File: src/rtl/nvdla_dbb_rd_engine.sv
// -----------------------------------------------------------------------------
// nvdla_dbb_rd_engine
//
// Burst read engine. It accepts one burst request (start address, len, id),
// issues len+1 single-beat reads to a request/grant memory port, collects the
// in-order responses in a small buffer, and streams them out on a valid/ready
// read-data port tagged with the burst id and a last flag.
//
// The engine only issues a beat while inflight + buffered < FIFO_DEPTH. Every
// granted beat therefore already has a buffer slot reserved, so the response
// side never has to apply backpressure to memory.
//
// Ports
//   clk_i, rst_ni, clear_i     clock, async active-low reset, sync clear
//   req_valid_i/req_ready_o    burst request handshake
//   req_addr_i/len_i/id_i      burst start byte address, beats-1, id
//   mem_req_o/mem_gnt_i        memory read request / grant
//   mem_addr_o                 byte address of the requested beat
//   mem_r_valid_i/r_data_i     in-order read response
//   rdat_valid_o/rdat_ready_i  read-data handshake
//   rdat_data_o/last_o/id_o    read-data beat, last-beat flag, burst id
//   busy_o                     high whenever a burst is being processed
// -----------------------------------------------------------------------------
module nvdla_dbb_rd_engine #(
  parameter int DATA_W     = 64,
  parameter int ADDR_W     = 32,
  parameter int LEN_W      = 4,
  parameter int ID_W       = 8,
  parameter int FIFO_DEPTH = 4
) (
  input  logic              clk_i,
  input  logic              rst_ni,
  input  logic              clear_i,
  input  logic              req_valid_i,
  output logic              req_ready_o,
  input  logic [ADDR_W-1:0] req_addr_i,
  input  logic [LEN_W-1:0]  req_len_i,
  input  logic [ID_W-1:0]   req_id_i,
  output logic              mem_req_o,
  input  logic              mem_gnt_i,
  output logic [ADDR_W-1:0] mem_addr_o,
  input  logic              mem_r_valid_i,
  input  logic [DATA_W-1:0] mem_r_data_i,
  output logic              rdat_valid_o,
  input  logic              rdat_ready_i,
  output logic [DATA_W-1:0] rdat_data_o,
  output logic              rdat_last_o,
  output logic [ID_W-1:0]   rdat_id_o,
  output logic              busy_o
);

  localparam int BYTES  = DATA_W / 8;
  localparam int PTR_W  = (FIFO_DEPTH > 1) ? $clog2(FIFO_DEPTH) : 1;
  localparam int CNT_W  = PTR_W + 1;
  // One extra bit so that len = 2^LEN_W-1 still gives a representable count.
  localparam int BEAT_W = LEN_W + 1;

  localparam logic [CNT_W:0] DEPTH_C = (CNT_W + 1)'(FIFO_DEPTH);

  typedef enum logic [1:0] {
    IDLE  = 2'd0,
    ISSUE = 2'd1,
    DRAIN = 2'd2
  } state_e;

  state_e              state_q, state_d;
  logic [ADDR_W-1:0]   addr_q, addr_d;
  logic [BEAT_W-1:0]   left_q, left_d;      // beats still to be granted
  logic [BEAT_W-1:0]   total_q, total_d;    // len+1 of the current burst
  logic [BEAT_W-1:0]   popped_q, popped_d;  // beats already handed off
  logic [ID_W-1:0]     id_q, id_d;
  logic [CNT_W-1:0]    inflight_q, inflight_d;
  logic [CNT_W-1:0]    count_q, count_d;
  logic [PTR_W-1:0]    wr_ptr_q, wr_ptr_d;
  logic [PTR_W-1:0]    rd_ptr_q, rd_ptr_d;
  logic [DATA_W-1:0]   fifo_mem [FIFO_DEPTH];

  logic credit_ok;
  logic gnt;
  logic push;
  logic pop;
  logic last_beat;

  // ---------------------------------------------------------------------------
  // Handshake and output decode (all driven from flops only)
  // ---------------------------------------------------------------------------
  // The credit sum only drops without a grant (responses move a beat from
  // inflight to buffered, pops remove one), so a raised mem_req_o stays up
  // until it is granted.
  assign credit_ok   = ({1'b0, inflight_q} + {1'b0, count_q}) < DEPTH_C;
  assign mem_req_o   = (state_q == ISSUE) && credit_ok;
  assign mem_addr_o  = addr_q;
  assign req_ready_o = (state_q == IDLE);
  assign busy_o      = (state_q != IDLE);

  assign gnt  = mem_req_o && mem_gnt_i;
  // A response with nothing outstanding is a protocol error and is dropped.
  assign push = mem_r_valid_i && (inflight_q != '0);

  assign rdat_valid_o = (count_q != '0);
  assign pop          = rdat_valid_o && rdat_ready_i;
  assign last_beat    = ((popped_q + BEAT_W'(1)) == total_q);

  // Gating with valid keeps the outputs at zero while empty without having to
  // reset the storage array.
  assign rdat_data_o = rdat_valid_o ? fifo_mem[rd_ptr_q] : '0;
  assign rdat_last_o = rdat_valid_o && last_beat;
  assign rdat_id_o   = rdat_valid_o ? id_q : '0;

  // ---------------------------------------------------------------------------
  // Next-state logic
  // ---------------------------------------------------------------------------
  always_comb begin
    // NOTE: every signal gets a default first so no path leaves it unassigned
    // and no latch is inferred.
    state_d    = state_q;
    addr_d     = addr_q;
    left_d     = left_q;
    total_d    = total_q;
    popped_d   = popped_q;
    id_d       = id_q;
    inflight_d = inflight_q;
    count_d    = count_q;
    wr_ptr_d   = wr_ptr_q;
    rd_ptr_d   = rd_ptr_q;

    unique case (state_q)
      IDLE: begin
        if (req_valid_i) begin
          addr_d   = req_addr_i;
          left_d   = {1'b0, req_len_i} + BEAT_W'(1);
          total_d  = {1'b0, req_len_i} + BEAT_W'(1);
          popped_d = '0;
          id_d     = req_id_i;
          state_d  = ISSUE;
        end
      end
      ISSUE: begin
        if (gnt) begin
          addr_d = addr_q + ADDR_W'(BYTES);
          left_d = left_q - BEAT_W'(1);
          if (left_q == BEAT_W'(1)) state_d = DRAIN;
        end
      end
      DRAIN: begin
        // The last beat can only leave once everything before it has, so its
        // pop implies nothing is inflight or buffered afterwards.
        if (pop && rdat_last_o) state_d = IDLE;
      end
      default: state_d = IDLE;
    endcase

    unique case ({gnt, push})
      2'b10:   inflight_d = inflight_q + CNT_W'(1);
      2'b01:   inflight_d = inflight_q - CNT_W'(1);
      default: ;
    endcase

    unique case ({push, pop})
      2'b10:   count_d = count_q + CNT_W'(1);
      2'b01:   count_d = count_q - CNT_W'(1);
      default: ;
    endcase

    if (push) wr_ptr_d = wr_ptr_q + PTR_W'(1);
    if (pop) begin
      rd_ptr_d = rd_ptr_q + PTR_W'(1);
      popped_d = popped_q + BEAT_W'(1);
    end

    // Clear abandons any burst and wins over every other input.
    if (clear_i) begin
      state_d    = IDLE;
      addr_d     = '0;
      left_d     = '0;
      total_d    = '0;
      popped_d   = '0;
      id_d       = '0;
      inflight_d = '0;
      count_d    = '0;
      wr_ptr_d   = '0;
      rd_ptr_d   = '0;
    end
  end

  // ---------------------------------------------------------------------------
  // State registers
  // ---------------------------------------------------------------------------
  always_ff @(posedge clk_i or negedge rst_ni) begin
    if (!rst_ni) begin
      state_q    <= IDLE;
      addr_q     <= '0;
      left_q     <= '0;
      total_q    <= '0;
      popped_q   <= '0;
      id_q       <= '0;
      inflight_q <= '0;
      count_q    <= '0;
      wr_ptr_q   <= '0;
      rd_ptr_q   <= '0;
    end else begin
      // NOTE: non-blocking assignments so every flop samples the values of
      // the previous cycle regardless of statement order.
      state_q    <= state_d;
      addr_q     <= addr_d;
      left_q     <= left_d;
      total_q    <= total_d;
      popped_q   <= popped_d;
      id_q       <= id_d;
      inflight_q <= inflight_d;
      count_q    <= count_d;
      wr_ptr_q   <= wr_ptr_d;
      rd_ptr_q   <= rd_ptr_d;
    end
  end

  // NOTE: the data array has no reset; occupancy is tracked by count_q and the
  // outputs are gated with valid, so stale contents are never observed.
  always_ff @(posedge clk_i) begin
    if (push) fifo_mem[wr_ptr_q] <= mem_r_data_i;
  end

  // ---------------------------------------------------------------------------
  // Protocol checks
  // ---------------------------------------------------------------------------
  a_no_push_full: assert property (
    @(posedge clk_i) disable iff (!rst_ni || clear_i)
      !(push && (count_q == CNT_W'(FIFO_DEPTH))))
    else $error("response pushed into a full buffer");

  a_no_stray_rsp: assert property (
    @(posedge clk_i) disable iff (!rst_ni || clear_i)
      !(mem_r_valid_i && (inflight_q == '0)))
    else $error("read response with no beat outstanding");

endmodule
File: config.mk
export PLATFORM = sky130hd
export DESIGN_NAME = nvdla_dbb_rd_engine
export DESIGN_NICKNAME = d
export VERILOG_FILES = /design/src/rtl/nvdla_dbb_rd_engine.sv
export SDC_FILE = /design/constraint.sdc
export NUM_CORES = 1
export LEC_CHECK = 0
export CAP_MARGIN = 25
export CELL_PAD_IN_SITES_DETAIL_PLACEMENT = 0
export CELL_PAD_IN_SITES_GLOBAL_PLACEMENT = 1
export CORE_AREA = 2 2 164 166
export CTS_CLUSTER_SIZE = 16
export DETAILED_ROUTE_END_ITERATION = 6
export DIE_AREA = 0 0 166 168
export DONT_BUFFER_PORTS = 1
export HOLD_SLACK_MARGIN = 0.08
export PLACE_DENSITY = 0.82
export SETUP_SLACK_MARGIN = 0.3
export SLEW_MARGIN = 30
export SYNTH_ARGS = -nofsm -noshare
export SYNTH_HDL_FRONTEND = slang
export SYNTH_SLANG_ARGS = --single-unit
File: constraint.sdc
create_clock -name clk_i -period 3.3 [get_ports clk_i]
set_input_delay 0.165 -clock clk_i [delete_from_list [all_inputs] [get_ports clk_i]]
set_output_delay 0.165 -clock clk_i [all_outputs]
set_load 0.01 [all_outputs]
* Word level (Yosys, flattened, before mapping)
Memory sizes are Yosys's and may differ from the RTL's.
Cells that the tools add are included.
** Storage, ports and cells
- Memories :: 1
- Word-level logic and storage cells :: 93
- Register bits after elaboration :: 67
- Input port bits :: 115
- Output and inout bits :: 109
- Bits in writable memories :: 256
** Memory list
- fifo_mem :: words 4, bits a word 64, rd ports 1, clocked after memory_dff 0, wr ports 1, RTL line 76 : logic [DATA_W-1:0] fifo_mem [FIFO_DEPTH];
** Operators by class
- Reductions and logical operators :: 23
- Add/subtract/negate cells :: 11
- Magnitude comparators :: 1
- Mux-type cells :: 35
- Eq/ne operators :: 12
** Operator list (number)
- 2-to-1 mux 32 bit :: 3
- 2-to-1 mux 64 bit :: 1
- case mux 32 bit (2 select lines) :: 1
- 2-to-1 mux 5 bit :: 9
- adder 32 x 4 -> 32 bit (second input constant) :: 1
- 2-to-1 mux 8 bit :: 4
- nonzero test 3 bit :: 7
- 2-to-1 mux 2 bit :: 9
- case mux 3 bit (2 select lines) :: 2
- case mux 5 bit (2 select lines) :: 1
- nonzero test 2 bit :: 5
- inequality test 3 bit (second input constant) :: 3
- adder 3 x 1 -> 3 bit (second input constant) :: 2
- == test 2 x 1 -> 1 bit (second input constant) :: 3
- == test 2 bit (second input constant) :: 3
- logical AND 1 bit :: 6
- 2-to-1 mux 3 bit :: 2
- case mux 2 bit (3 select lines) :: 1
- subtractor 3 x 1 -> 3 bit (second input constant) :: 2
- adder 4 x 1 -> 5 bit (second input constant) :: 1
- adder 5 x 1 -> 5 bit (second input constant) :: 1
- == test 5 x 1 -> 1 bit (second input constant) :: 1
- == test 5 bit :: 1
- subtractor 5 x 1 -> 5 bit (second input constant) :: 1
- other kinds (9) :: 12

* Depth between registers and ports, before layout
- Depth in word-level cells :: 7
- Gate-level depth with buffers :: 9

* Worst setup path after synthesis
OpenSTA, ideal clock, no wires.
- Path kind :: register -> register
- Start point :: reg inflight_q[0]
- End point :: mem fifo_mem[0][0] (enable)
- Slack :: 0.491 ns
- Arrival time :: 2.380 ns
- Required time :: 2.871 ns
- Setup time :: 0.429 ns
- Stages on the path, launching flop included :: 4
- Path through :: dfrtp_1 o31a_1 clkbuf_1 and2_1
** On the way
- Word-level cells in the longest chain between the ends :: 4
** RTL lines
- start: declaration :: RTL line 72 : logic [CNT_W-1:0] inflight_q, inflight_d;
- start signal: assignment :: RTL line 210 : inflight_q <= inflight_d;
- nonzero test 3 bit :: RTL line 98 : assign push = mem_r_valid_i && (inflight_q != '0);
- logical AND 1 bit :: RTL line 98
- 2-to-1 mux 1 bit :: RTL line 220 : if (push) fifo_mem[wr_ptr_q] <= mem_r_data_i;
- 2-to-1 mux 1 bit (not written as such) :: RTL line 220
- end: declaration :: RTL line 76
Every way passes these cells.

* Final worst setup path
- Start point :: reg rd_ptr_q[0]
- End point :: out rdat_data_o[30]
** On the way
- Word-level cells in the longest chain between the ends :: 2
** RTL lines
- start: declaration :: RTL line 75 : logic [PTR_W-1:0] rd_ptr_q, rd_ptr_d;
- start signal: assignment :: RTL line 213 : rd_ptr_q <= rd_ptr_d;
- memory (4 x 64 bit)
- 2-to-1 mux 64 bit :: RTL line 106 : assign rdat_data_o = rdat_valid_o ? fifo_mem[rd_ptr_q] : '0;
- end: declaration :: RTL line 46 : output logic [DATA_W-1:0] rdat_data_o,
Every way passes these cells.

==> metrics.csv <==
metric,value,unit
outcome,"complete, no violations",
clkSinkCount,323,
cts_setup_buffers,0,
cts.path.max_buffers,3,
slew_viol_final,0,
post-route-cell-area,0.0164,mm2
final_nets,1103,
chipWidth,166,um
gp_congestion,0.789,
rsz0062_at_grt,false,
path_clk_slew,60,ps
final_common_cell,edfxtp_1,
netlist_instances,852,
drtIter0Drc,760,
synthArstFlopShare,0.207,
wirelength,30300,um
yosysSeqAreaShare,0.684,
synth.distinct_cells,60,
p_comb_frac,0.245,
die_area,0.0279,mm2
static-leakage-power,5.71,nW
via_per_inst,5.95,
syn2layout_area_growth,19.9,%
fp.dieH,168,um
end_kind,output port,
pwr-share-seq,0.441,
worst_ep_arrival_time,2480,ps
dp_hpwl,17700,um
final_util,0.623,
ios,224,
grt_max_degree,68,
power_density,733,mW/mm2
yosys-top-cells-area,"edfxtp_1 56%, dfrtp_1 12%, mux4_2 11%, and2_1 3.7%, nand2_1 1.1%",
grt_usage,0.217,
crit_chain,buf_4 > mux4_2 > and2_1,
fin_cells,1341,
grt_pass1_wl,47300,um
overflow,0,
worstSkewPairLatency,530,ps
worstSetupPathType,register to output port,
yosys.area.top_type_share,0.561,
finalHoldViolations,0,
wl_per_cell,22.6,um
place_area,0.0141,mm2
slowest_stage,dfrtp_4,
switching_share,0.311,
hold_path_class,input port to register,
cts_made_buffers,35,
ys_warn_count,0,
vias,7973,
drtAntennaViolNets,0,
h-tree-depth,2,
initial_core_util,0.520,
crit_family,flip-flops,
p_int,0.00829,W
antenna_found_initial,1,
yosys.area.top_type,edfxtp_1,
placementRows,60,
synth_edf_count,256,
critPathMaxFanout,24,
clock-root-buffer,clkbuf_16,
cp.required,3130,ps
cts_tree,yes,
tns,0,ps
worstMarginPinSlew,914,ps
max_freq,378,MHz
cts_resized,0,
grt_pass1_vias,8291,
first_pass_iters,7,
syn_nets,980,
synthFlopType,edfxtp_1,
irDropWorstVdd,0.000564,V
final_cell_mix,"256 x edfxtp_1, 115 x dlygate4sd3_1, 78 x and2_1",
slowest_delay,770,ps
fin_crit,2650,ps
syn_area_per_cell,16.1,um2
finalSetupViolations,0,
holdBufCountCts,117,
relSlewSlack,0.391,
drive_gt1_frac,0.154,
placed_cells,1162,
netlist_area,0.0137,mm2
finClkSkew,19.7,ps
numPortBuffers,0,
p_sw,0.00374,W
p_clk_frac,0.314,
min_period_over_period,0.803,
core,0.0264,mm2
cp-start-kind,register,
drc,0,
ys_ff_latch,323,
drv_cap,0,
cp_num_buf_inv,1,
-- power by group through the flow --
stage / registers [W] / clock network (W) / logic, W
after floorplan: 0.00522 / 0 / 0.00220
after global placement: 0.00536 / 0 / 0.00276
after detailed placement: 0.00538 / 0 / 0.00278
after CTS: 0.00530 / 0.00387 / 0.00298
after global routing: 0.00536 / 0.00402 / 0.00321
final: 0.00530 / 0.00378 / 0.00295
-- synthesized netlist by cell type, drive strengths merged, types with 3 or more instances --
cell type    n
edfxtp     256
and2        83
dfrtp       67
mux4        64
o21ai       53
nand2       41
nor2        38
clkbuf      26
a21oi       22
buf         22
nand3       18
a22o        16
xnor2       12
a31oi       11
ha          11
inv         11
nor3        10
o31ai       10
and3         8
nand4        8
a22oi        7
and4         7
o31a         7
xor2         5
a32oi        4
mux2i        4
o2bb2ai      4
nor3b        3
nor4         3
-- routing by layer --
metal,vias to the layer above,GRT usage,part of all wire,routed length [um]
li1,3585,-,-,-
met1,4050,0.288,0.41,12300
met2,283,0.354,0.50,15000
met3,55,0.0588,0.074,2240
met4,0,0.0696,0.024,718
met5,-,0,0,0
-- kinds of logic (layout without fill, tap and decap cells) --
family | count (synthesis) | after routing | synth area share
DFF | 323 | 323 | 0.684
and+or+nand+nor | 225 | 225 | 0.0937
AOI/OAI and AO/OA | 146 | 146 | 0.0692
muxes | 69 | 69 | 0.109
buffers and inverters | 59 | 206 | 0.0205
xor gates and xnor gates | 17 | 17 | 0.0109
adders and majority gates | 13 | 13 | 0.0130
other | 0 | 1 | 0
-- area by class of cell --
| class | count | area [um2] |
|---|---|---|
| Fill cell | 1885 | 9930 |
| Sequential cell | 323 | 9370 |
| Multi-Input combinational cell | 470 | 4070 |
| Timing Repair Buffer | 134 | 1400 |
| Clock buffer | 40 | 905 |
| Tap cell | 341 | 427 |
| Clock inverter | 21 | 213 |
| Inverter | 11 | 41.3 |
| Antenna cell | 1 | 2.50 |
-- metrics by stage --
stage	power (W)	hold slack, ps	setup WS (ps)
finish	0.0120	106	651
global route	0.0126	128	457
CTS	0.0122	89.9	583
detailed placement	0.00816	-129	825
global placement	0.00812	-129	867
floorplan	0.00742	-131	491
-- final timing paths --
path	start	endpoint	slack, ps	cells past startpoint
setup / recovery	rd_ptr_q[0]	rdat_data_o[30]	650	3
hold reg to reg	id_q[7]	id_q[7]	500	1
setup reg to reg	count_q[1]	mem_addr_o[25]	830	6
max in group asynchronous	rst_ni	rd_ptr_q[0]	2770	2
hold / removal	clear_i	count_q[2]	110	2
min in group asynchronous	rst_ni	id_q[7]	220	2
-- sequential cells by signal, indices dropped and copies added, names as in the netlist, 3 cells and up --
register,count
mem_addr_o,32
count_q,3
id_q,8
inflight_q,3
left_q,5
total_q,5
fifo_mem,256
popped_q,5
Note: power is estimated with default switching activity, not from simulation.
